[src/rtl/decode_e_stage.sv]
// Y86-64 decode stage: register-ID decode, 15-entry register file written from W,
// valA/valB forwarding network and the E pipeline register with bubble insertion.
// Optional debug read port enabled by defining DBG_REGFILE_EN.
module decode_e_stage #(
  parameter int unsigned WIDTH  = 64,
  parameter logic [3:0]  RSP_ID = 4'h4,
  parameter logic [3:0]  RNONE  = 4'hF
) (
  input  logic             clk,
  input  logic             rst_n,
  input  logic [2:0]       D_stat,
  input  logic [3:0]       D_icode,
  input  logic [3:0]       D_ifun,
  input  logic [3:0]       D_rA,
  input  logic [3:0]       D_rB,
  input  logic [WIDTH-1:0] D_valC,
  input  logic [WIDTH-1:0] D_valP,
  input  logic             E_bubble,
  input  logic [3:0]       e_dstE,
  input  logic [WIDTH-1:0] e_valE,
  input  logic [3:0]       M_dstM,
  input  logic [3:0]       M_dstE,
  input  logic [WIDTH-1:0] m_valM,
  input  logic [WIDTH-1:0] M_valE,
  input  logic [3:0]       W_dstM,
  input  logic [3:0]       W_dstE,
  input  logic [WIDTH-1:0] W_valM,
  input  logic [WIDTH-1:0] W_valE,
  output logic [3:0]       d_srcA,
  output logic [3:0]       d_srcB,
  output logic [2:0]       E_stat,
  output logic [3:0]       E_icode,
  output logic [3:0]       E_ifun,
  output logic [WIDTH-1:0] E_valC,
  output logic [WIDTH-1:0] E_valA,
  output logic [WIDTH-1:0] E_valB,
  output logic [3:0]       E_dstE,
  output logic [3:0]       E_dstM,
  output logic [3:0]       E_srcA,
  output logic [3:0]       E_srcB
`ifdef DBG_REGFILE_EN
  ,
  input  logic [3:0]       dbg_addr,
  output logic [WIDTH-1:0] dbg_data
`endif
);

  localparam logic [2:0] StatAok = 3'd1;
  localparam logic [3:0] INop    = 4'h1;

  logic [WIDTH-1:0] regs_q [15];
  logic [WIDTH-1:0] regs_d [15];

  logic [3:0]       d_dstE, d_dstM;
  logic [WIDTH-1:0] d_valA, d_valB;
  logic [WIDTH-1:0] rf_a, rf_b;

  logic [2:0]       ereg_stat_q, ereg_stat_d;
  logic [3:0]       ereg_icode_q, ereg_icode_d;
  logic [3:0]       ereg_ifun_q, ereg_ifun_d;
  logic [WIDTH-1:0] ereg_valc_q, ereg_valc_d;
  logic [WIDTH-1:0] ereg_vala_q, ereg_vala_d;
  logic [WIDTH-1:0] ereg_valb_q, ereg_valb_d;
  logic [3:0]       ereg_dste_q, ereg_dste_d;
  logic [3:0]       ereg_dstm_q, ereg_dstm_d;
  logic [3:0]       ereg_srca_q, ereg_srca_d;
  logic [3:0]       ereg_srcb_q, ereg_srcb_d;

  // RNONE is never a valid forwarding match.
  function automatic logic hit(input logic [3:0] src, input logic [3:0] dst);
    return (src != RNONE) && (src == dst);
  endfunction

  function automatic logic [WIDTH-1:0] rf_read(input logic [3:0] id);
    logic [WIDTH-1:0] val;
    val = '0;
    if (id != RNONE) val = regs_q[id];
    return val;
  endfunction

  // Source/destination register ID decode.
  always_comb begin
    d_srcA = RNONE;
    d_srcB = RNONE;
    d_dstE = RNONE;
    d_dstM = RNONE;
    case (D_icode)
      4'h2, 4'h4, 4'h6, 4'hA: d_srcA = D_rA;
      4'h9, 4'hB:             d_srcA = RSP_ID;
      default:                d_srcA = RNONE;
    endcase
    case (D_icode)
      4'h4, 4'h5, 4'h6:       d_srcB = D_rB;
      4'h8, 4'h9, 4'hA, 4'hB: d_srcB = RSP_ID;
      default:                d_srcB = RNONE;
    endcase
    case (D_icode)
      4'h2, 4'h3, 4'h6:       d_dstE = D_rB;
      4'h8, 4'h9, 4'hA, 4'hB: d_dstE = RSP_ID;
      default:                d_dstE = RNONE;
    endcase
    case (D_icode)
      4'h5, 4'hB: d_dstM = D_rA;
      default:    d_dstM = RNONE;
    endcase
  end

  // Forwarding network: youngest producer wins, register file last.
  always_comb begin
    rf_a = rf_read(d_srcA);
    rf_b = rf_read(d_srcB);
    if ((D_icode == 4'h7) || (D_icode == 4'h8)) d_valA = D_valP;
    else if (hit(d_srcA, e_dstE))               d_valA = e_valE;
    else if (hit(d_srcA, M_dstM))               d_valA = m_valM;
    else if (hit(d_srcA, M_dstE))               d_valA = M_valE;
    else if (hit(d_srcA, W_dstM))               d_valA = W_valM;
    else if (hit(d_srcA, W_dstE))               d_valA = W_valE;
    else                                        d_valA = rf_a;

    if (hit(d_srcB, e_dstE))      d_valB = e_valE;
    else if (hit(d_srcB, M_dstM)) d_valB = m_valM;
    else if (hit(d_srcB, M_dstE)) d_valB = M_valE;
    else if (hit(d_srcB, W_dstM)) d_valB = W_valM;
    else if (hit(d_srcB, W_dstE)) d_valB = W_valE;
    else                          d_valB = rf_b;
  end

  // Register-file write: dstM applied after dstE so valM wins on a collision.
  always_comb begin
    for (int i = 0; i < 15; i++) regs_d[i] = regs_q[i];
    if (W_dstE != RNONE) regs_d[W_dstE] = W_valE;
    if (W_dstM != RNONE) regs_d[W_dstM] = W_valM;
  end

  // Register-file state.
  always_ff @(posedge clk or negedge rst_n) begin
    if (!rst_n) begin
      for (int i = 0; i < 15; i++) regs_q[i] <= '0;
    end else begin
      for (int i = 0; i < 15; i++) regs_q[i] <= regs_d[i];
    end
  end

  // E register next state: nop on bubble, decoded fields otherwise.
  always_comb begin
    ereg_stat_d  = D_stat;
    ereg_icode_d = D_icode;
    ereg_ifun_d  = D_ifun;
    ereg_valc_d  = D_valC;
    ereg_vala_d  = d_valA;
    ereg_valb_d  = d_valB;
    ereg_dste_d  = d_dstE;
    ereg_dstm_d  = d_dstM;
    ereg_srca_d  = d_srcA;
    ereg_srcb_d  = d_srcB;
    if (E_bubble) begin
      ereg_stat_d  = StatAok;
      ereg_icode_d = INop;
      ereg_ifun_d  = 4'h0;
      ereg_valc_d  = '0;
      ereg_vala_d  = '0;
      ereg_valb_d  = '0;
      ereg_dste_d  = RNONE;
      ereg_dstm_d  = RNONE;
      ereg_srca_d  = RNONE;
      ereg_srcb_d  = RNONE;
    end
  end

  // E register state; reset loads the nop.
  always_ff @(posedge clk or negedge rst_n) begin
    if (!rst_n) begin
      ereg_stat_q  <= StatAok;
      ereg_icode_q <= INop;
      ereg_ifun_q  <= 4'h0;
      ereg_valc_q  <= '0;
      ereg_vala_q  <= '0;
      ereg_valb_q  <= '0;
      ereg_dste_q  <= RNONE;
      ereg_dstm_q  <= RNONE;
      ereg_srca_q  <= RNONE;
      ereg_srcb_q  <= RNONE;
    end else begin
      ereg_stat_q  <= ereg_stat_d;
      ereg_icode_q <= ereg_icode_d;
      ereg_ifun_q  <= ereg_ifun_d;
      ereg_valc_q  <= ereg_valc_d;
      ereg_vala_q  <= ereg_vala_d;
      ereg_valb_q  <= ereg_valb_d;
      ereg_dste_q  <= ereg_dste_d;
      ereg_dstm_q  <= ereg_dstm_d;
      ereg_srca_q  <= ereg_srca_d;
      ereg_srcb_q  <= ereg_srcb_d;
    end
  end

  assign E_stat  = ereg_stat_q;
  assign E_icode = ereg_icode_q;
  assign E_ifun  = ereg_ifun_q;
  assign E_valC  = ereg_valc_q;
  assign E_valA  = ereg_vala_q;
  assign E_valB  = ereg_valb_q;
  assign E_dstE  = ereg_dste_q;
  assign E_dstM  = ereg_dstm_q;
  assign E_srcA  = ereg_srca_q;
  assign E_srcB  = ereg_srcb_q;

`ifdef DBG_REGFILE_EN
  assign dbg_data = rf_read(dbg_addr);
`endif

endmodule

[config.mk]
export PLATFORM = sky130hd
export DESIGN_NAME = decode_e_stage
export DESIGN_NICKNAME = d
export VERILOG_FILES = /design/src/rtl/decode_e_stage.sv
export SDC_FILE = /design/constraint.sdc
export NUM_CORES = 2
export LEC_CHECK = 0
export ABC_AREA = 1
export CORE_MARGIN = 5
export CORE_UTILIZATION = 28
export CTS_CLUSTER_SIZE = 25
export DETAILED_ROUTE_END_ITERATION = 10
export SETUP_SLACK_MARGIN = 0.3
export SLEW_MARGIN = 30
export SYNTH_ARGS = -nofsm -noshare
export SYNTH_HDL_FRONTEND = slang
export SYNTH_SLANG_ARGS = --single-unit
[constraint.sdc]
create_clock -name clk -period 3.1 [get_ports clk]
set_input_delay 0.93 -clock clk [delete_from_list [all_inputs] [get_ports clk]]
set_output_delay 0.93 -clock clk [all_outputs]
set_load 0.05 [all_outputs]
Yosys cells after proc, flatten, opt, wreduce, memory -nomap -nowiden
Index checks and enable logic that the tools add are counted.

Bits in writable memories: 0. Bits in latches: 0. Input port bits: 490. Bits in registers: 1179. Output and inout bits: 227. Memories: 0. ROM bits: 0.

Order comparisons: 6. Shift operators: 0. Mux-type cells: 41. Bitwise logic cells: 4. Equality and inequality tests: 24. Divide/modulo/power cells: 0. Reduce and logical (&&, ||, !) cells: 19. Multiply operators: 0. $add $sub $neg: 0.

Operator list (number): 960-bit bitwise mux (2); 960-bit 2-to-1 mux (2); 64-bit 2-to-1 mux (22); 64-bit binary-select mux with 4-bit select (2); 64-bit demux with 4-bit select (2); 4-bit == test (10); 4-bit 2-to-1 mux (7); 4-bit case mux with 2 select lines (3); 5-bit greater-or-equal comparator (second input constant) (4); 4-bit inverter with 5-bit output (4); 4-bit by 3-bit == test with 1-bit output (second input constant) (4); 4-bit == test (second input constant) (4); 4-bit != test (second input constant) (4); 1-bit logical AND (12); 5-bit by 1-bit less-than comparator with 1-bit output (second input constant) (2); 4-bit by 2-bit == test with 1-bit output (second input constant) (2); 4-bit OR reduction (2); 3-bit OR reduction (2); 2-bit OR reduction (2); 3-bit 2-to-1 mux (1); 1-bit logical OR (1).

Longest topological paths before layout
Word-level depth: 15. Mapped depth: 20. Depth with buffers taken out: 17.

Least setup slack after synthesis
Ideal clock, no wire load.

Kind: input port to output port. Start point: input port D_icode[3]. End point: output port d_srcB[1]. Required time: 2.170 ns. Slack: -0.101 ns. Cell stages on the path: 7. Data arrival time: 2.271 ns. Path through: inv_2 nor2_1 inv_1 nand2_1 inv_2 clkbuf_1 clkbuf_1.

Longest elaborated chain between the ends: 3. Elaborated cells on any way between the ends: 10. Those cells by class: eq/ne: 7; mux: 1; reduce/logical: 2.

RTL lines: start: declaration (RTL line 12) `input logic [3:0] D_icode,`; 4-bit == test / 4-bit by 3-bit == test with 1-bit output (equally long branches) (RTL line 92) `case (D_icode)`; 4-bit OR reduction / 3-bit OR reduction (equally long branches) (RTL line 92); 4-bit case mux with 2 select lines (*) (RTL line 92); end: declaration (RTL line 30) `output logic [3:0] d_srcB,`.

Every way passes the cells marked *; elsewhere a longest branch is shown, timed or not.

Worst setup path after layout
Start point: input port D_icode[2]. End point: output port d_srcB[2].

The elaborated chain is that of the path after synthesis.

==> reports/results.tsv <==
stage	metric	value	unit
sta	Fin Clk Skew	58.4	ps
floorplan	Die Y	537	µm
power_and_ir_drop	Logic pwr share	0.295	
final_layout	Final Non-Filler Cells	16600	
setup_path	class of the most critical setup path	input port to primary output	
power_and_ir_drop	pwr dens	556	nW/µm²
synth	Yosys cell types	33	
setup_path	reg2reg end	E_valA[31]	
routing	Detailed Routing Iterations Pass 1	7	
setup_path	family with the most delay on the worst path	buffers and inverters	
final_layout	Final nets	13200	
cts	CTS clk-pin slew, worst paths	60	ps
power_and_ir_drop	clock group share of total power	0.343	
floorplan	die width	537	µm
setup_path	max incr delay on CP	180	ps
global_route	first-pass GRT wire length	610000	µm
power_and_ir_drop	leakage power	0.0479	µW
sta	# setup viols final	0	
routing	Antenna Violating Nets Remaining	0	
cts	worst skew pair latency	890	ps
floorplan	Core Region	276000	µm²
routing	Via-to-Cell Ratio	5.58	
power_and_ir_drop	Sw Ratio	0.364	
setup_path	Reg2Reg Depth	11	
synth	sequential area share after synthesis	0.379	
synth	Ys Warns	0	
power_and_ir_drop	internal power	36400	µW
synth	largest cells by area after synthesis	dfrtp_1, nand2_1, nand3_1	
sta	worst rel slew slack	0.565	
synth	post-synth net total	12500	
cts	CTS tree	built	
sta	final critical-path required period	3020	ps
global_route	gr usage total	0.281	
synth	Post-Synthesis Cells	12000	
routing	via count	92400	
sta	fmax	0.331	GHz
cts	clock sink count	1179	
synth	Yosys top cell area share	0.373	
synth	top-count cell post-synth	nand2_1	
setup_path	Max FO, Critical Path	5	
setup_path	worst path arrival time	2090	ps
synth	dominant cell type by area after synthesis	dfrtp_1	
setup_path	CP Buf/Inv Count	7	
sta	Max Slew Vio Count	0	
placement	detailed placement HPWL	279000	µm
power_and_ir_drop	total power	57200	µW
setup_path	critical path cell sequence	buf_12, inv_6, buf_6, nor2_4, nand2_4, nor2_4, buf_8, clkinv_8, buf_12, buf_12	
routing	Routed WL	426000	µm
status	status	finished clean	
sta	RSZ-0062 raised after global routing	yes	
power_and_ir_drop	sw power	20800	µW
setup_path	Critical Path Most Common Cell	buf_12	
placement	Final GP Congestion	0.918	
global_route	initial antenna violation count	23	
floorplan	die area	289000	µm²
sta	Hold WS	64.8	ps
setup_path	R2R setup slack	1420	ps
power_and_ir_drop	Max IR drop VDD	0.000381	V
synth	Mean Syn Cell Area	6.48	µm²
synth	top cells by count, synth	nand2_1, nand3_1, o21ai_0, dfrtp_1, clkbuf_1	
placement	dpl cells	16200	
cts	Max clock buf depth	4	
global_route	grt peak-use layer	met2	
routing	wire per inst	25.8	µm
global_route	met2 Usage GRT	0.439	
sta	final hold violation count	0	
global_route	Congestion Overflow GR	0	
setup_path	WP data required	2170	ps
final_layout	# fillers	29100	
final_layout	Syn-to-layout area delta	32.1	%
floorplan	Initial Util	0.281	
synth	number of enable flip-flop cells after synthesis	0	
global_route	GR Util met3	0.0667	
global_route	vias in the first global route	86300	
cts	H-tree depth	4	
final_layout	fraction of layout cells with a size suffix above 1	0.110	
placement	PortBufs	716	
final_layout	multi-input logic area	41500	µm²
global_route	largest net degree at the start of global routing	92	
synth	Synth Register Bits	1179	
global_route	GR Util met1	0.357	
synth	Mapped Area	77800	µm²
synth	Synth async-reset ratio	1.00	
setup_path	Startpoint Class	input port	
setup_path	CP Capture Type	primary output	
synth	Main synth FF type	dfrtp_1	
final_layout	FF+latch area	29500	µm²
setup_path	Crit-path slowest cell	nor2_4	
routing	Remaining DRCs	0	
floorplan	# IOs	717	
final_layout	Final Util	0.372	
setup_path	reg2reg start	regs_q[223]	
power_and_ir_drop	Sequential Power Share	0.362	
sta	Worst Tran Pin Value	653	ps
job	Max Cap Viol	0	
floorplan	Rows	193	
cts	Root Driver	clkbuf_16	
routing	DR iter-0 viols	13000	
min_path	HP Class	input port to asynchronous set/reset pin	
cts	CTS Buf Count	158	
sta	period utilization	0.974	
==> worst reg2reg max path, stage by stage, from the launching register on <==
cell	delay (ps)
dfrtp_1	370
nand3_1	80
nand3_1	110
nand3_1	100
nand3_1	90
nand3_1	90
nand2_1	70
nand2_1	80
buf_12	140
nand2_1	170
nand2_1	120
a21oi_2	170
==> per-stage QoR <==
step	TNS, ps	instance area, µm²	worst slack, ps
floorplan	0	77900	172
global placement	-187890	96700	-1030
detailed placement	-181960	96700	-1010
CTS	0	103000	30.8
global route	0	103000	62.0
finish	0	103000	80.4
==> power by group through the flow <==
| stage | Clock [µW] | Combinational [µW] | Sequential (µW) |
|---|---|---|---|
| 6_report | 19600 | 16900 | 20700 |
| 5_1_grt | 20400 | 18500 | 20900 |
| 4_1_cts | 19900 | 16600 | 20500 |
| 3_5_place_dp | 0 | 16600 | 20800 |
| 3_3_place_gp | 0 | 16400 | 20800 |
| 2_1_floorplan | 0 | 9010 | 21200 |
==> state kept, by name, summed over array words and instances (netlist names), 64 cells and up <==
register and flops:
regs_q 960, E_valA 64, E_valB 64, E_valC 64
==> metal layers <==
metal  wire length, µm  vias up
met5               125        -
met1            161000    43000
met4             28200       18
met3             50900     1424
li1                  -    41400
met2            186000     6571
==> repair_timing <==
action | 4_1_cts | 5_1_grt
gates cloned | 6 | 2
setup endpoints to repair | 355 | 80
gates resized for setup | 340 | 18
setup buffers | 42 | 13
hold buffers | 0 | 0
pin swaps | 19 | 8
==> layout make-up <==
cell class                 count  share of cell area
antenna                       12            0.000292
multi-input combinational   8989               0.403
inverter                     678              0.0259
timing repair buffer        1713               0.186
clock inverter                59             0.00740
clock buffer                 222              0.0449
timing repair inverter         1           0.0000852
sequential                  1179               0.287
tap                         3705              0.0451
==> worst max-delay path by stage <==
stage,end,startpoint,depth (start not counted),slack (ps)
after floorplan,d_srcB[1],D_icode[3],7,170
after global placement,E_valB[56],D_icode[2],16,-1030
after detailed placement,E_valB[7],D_icode[2],16,-1010
after CTS,d_srcB[0],D_icode[3],9,30
after global routing,d_srcB[2],D_icode[2],10,60
final,d_srcB[2],D_icode[2],10,80
==> kinds of logic after synthesis <==
logic type	share of synthesized area
buffers and inverters	0.0934
AND/OR/NAND/NOR	0.332
XOR/XNOR	0.00304
flip-flops	0.379
AO/OA/AOI/OAI	0.192
==> layout by cell type, fill, tap and decap left out, types with 7 or more instances in the layout <==
master and count:
dfrtp_1 1161, a21oi_1 539, nand2_1 3579, o22ai_1 222, clkbuf_8 34, a211oi_1 16
clkinvlp_4 8, nor2_1 555, inv_6 11, clkdlybuf4s50_1 477, nand3_1 1992, bufinv_16 14
clkinv_1 14, buf_6 11, nand4_1 9, dfstp_2 18, clkbuf_1 26, clkbuf_16 164
xor2_1 21, a22oi_1 55, buf_12 348, nor2_4 25, buf_4 633, clkdlybuf4s15_2 19
o21ai_0 1666, nand2_4 23, inv_4 16, buf_16 7, diode_2 12, inv_1 625
dlygate4sd2_1 202, inv_2 9, o211ai_1 257, clkinv_2 29
(Power assumes the default switching activity.)
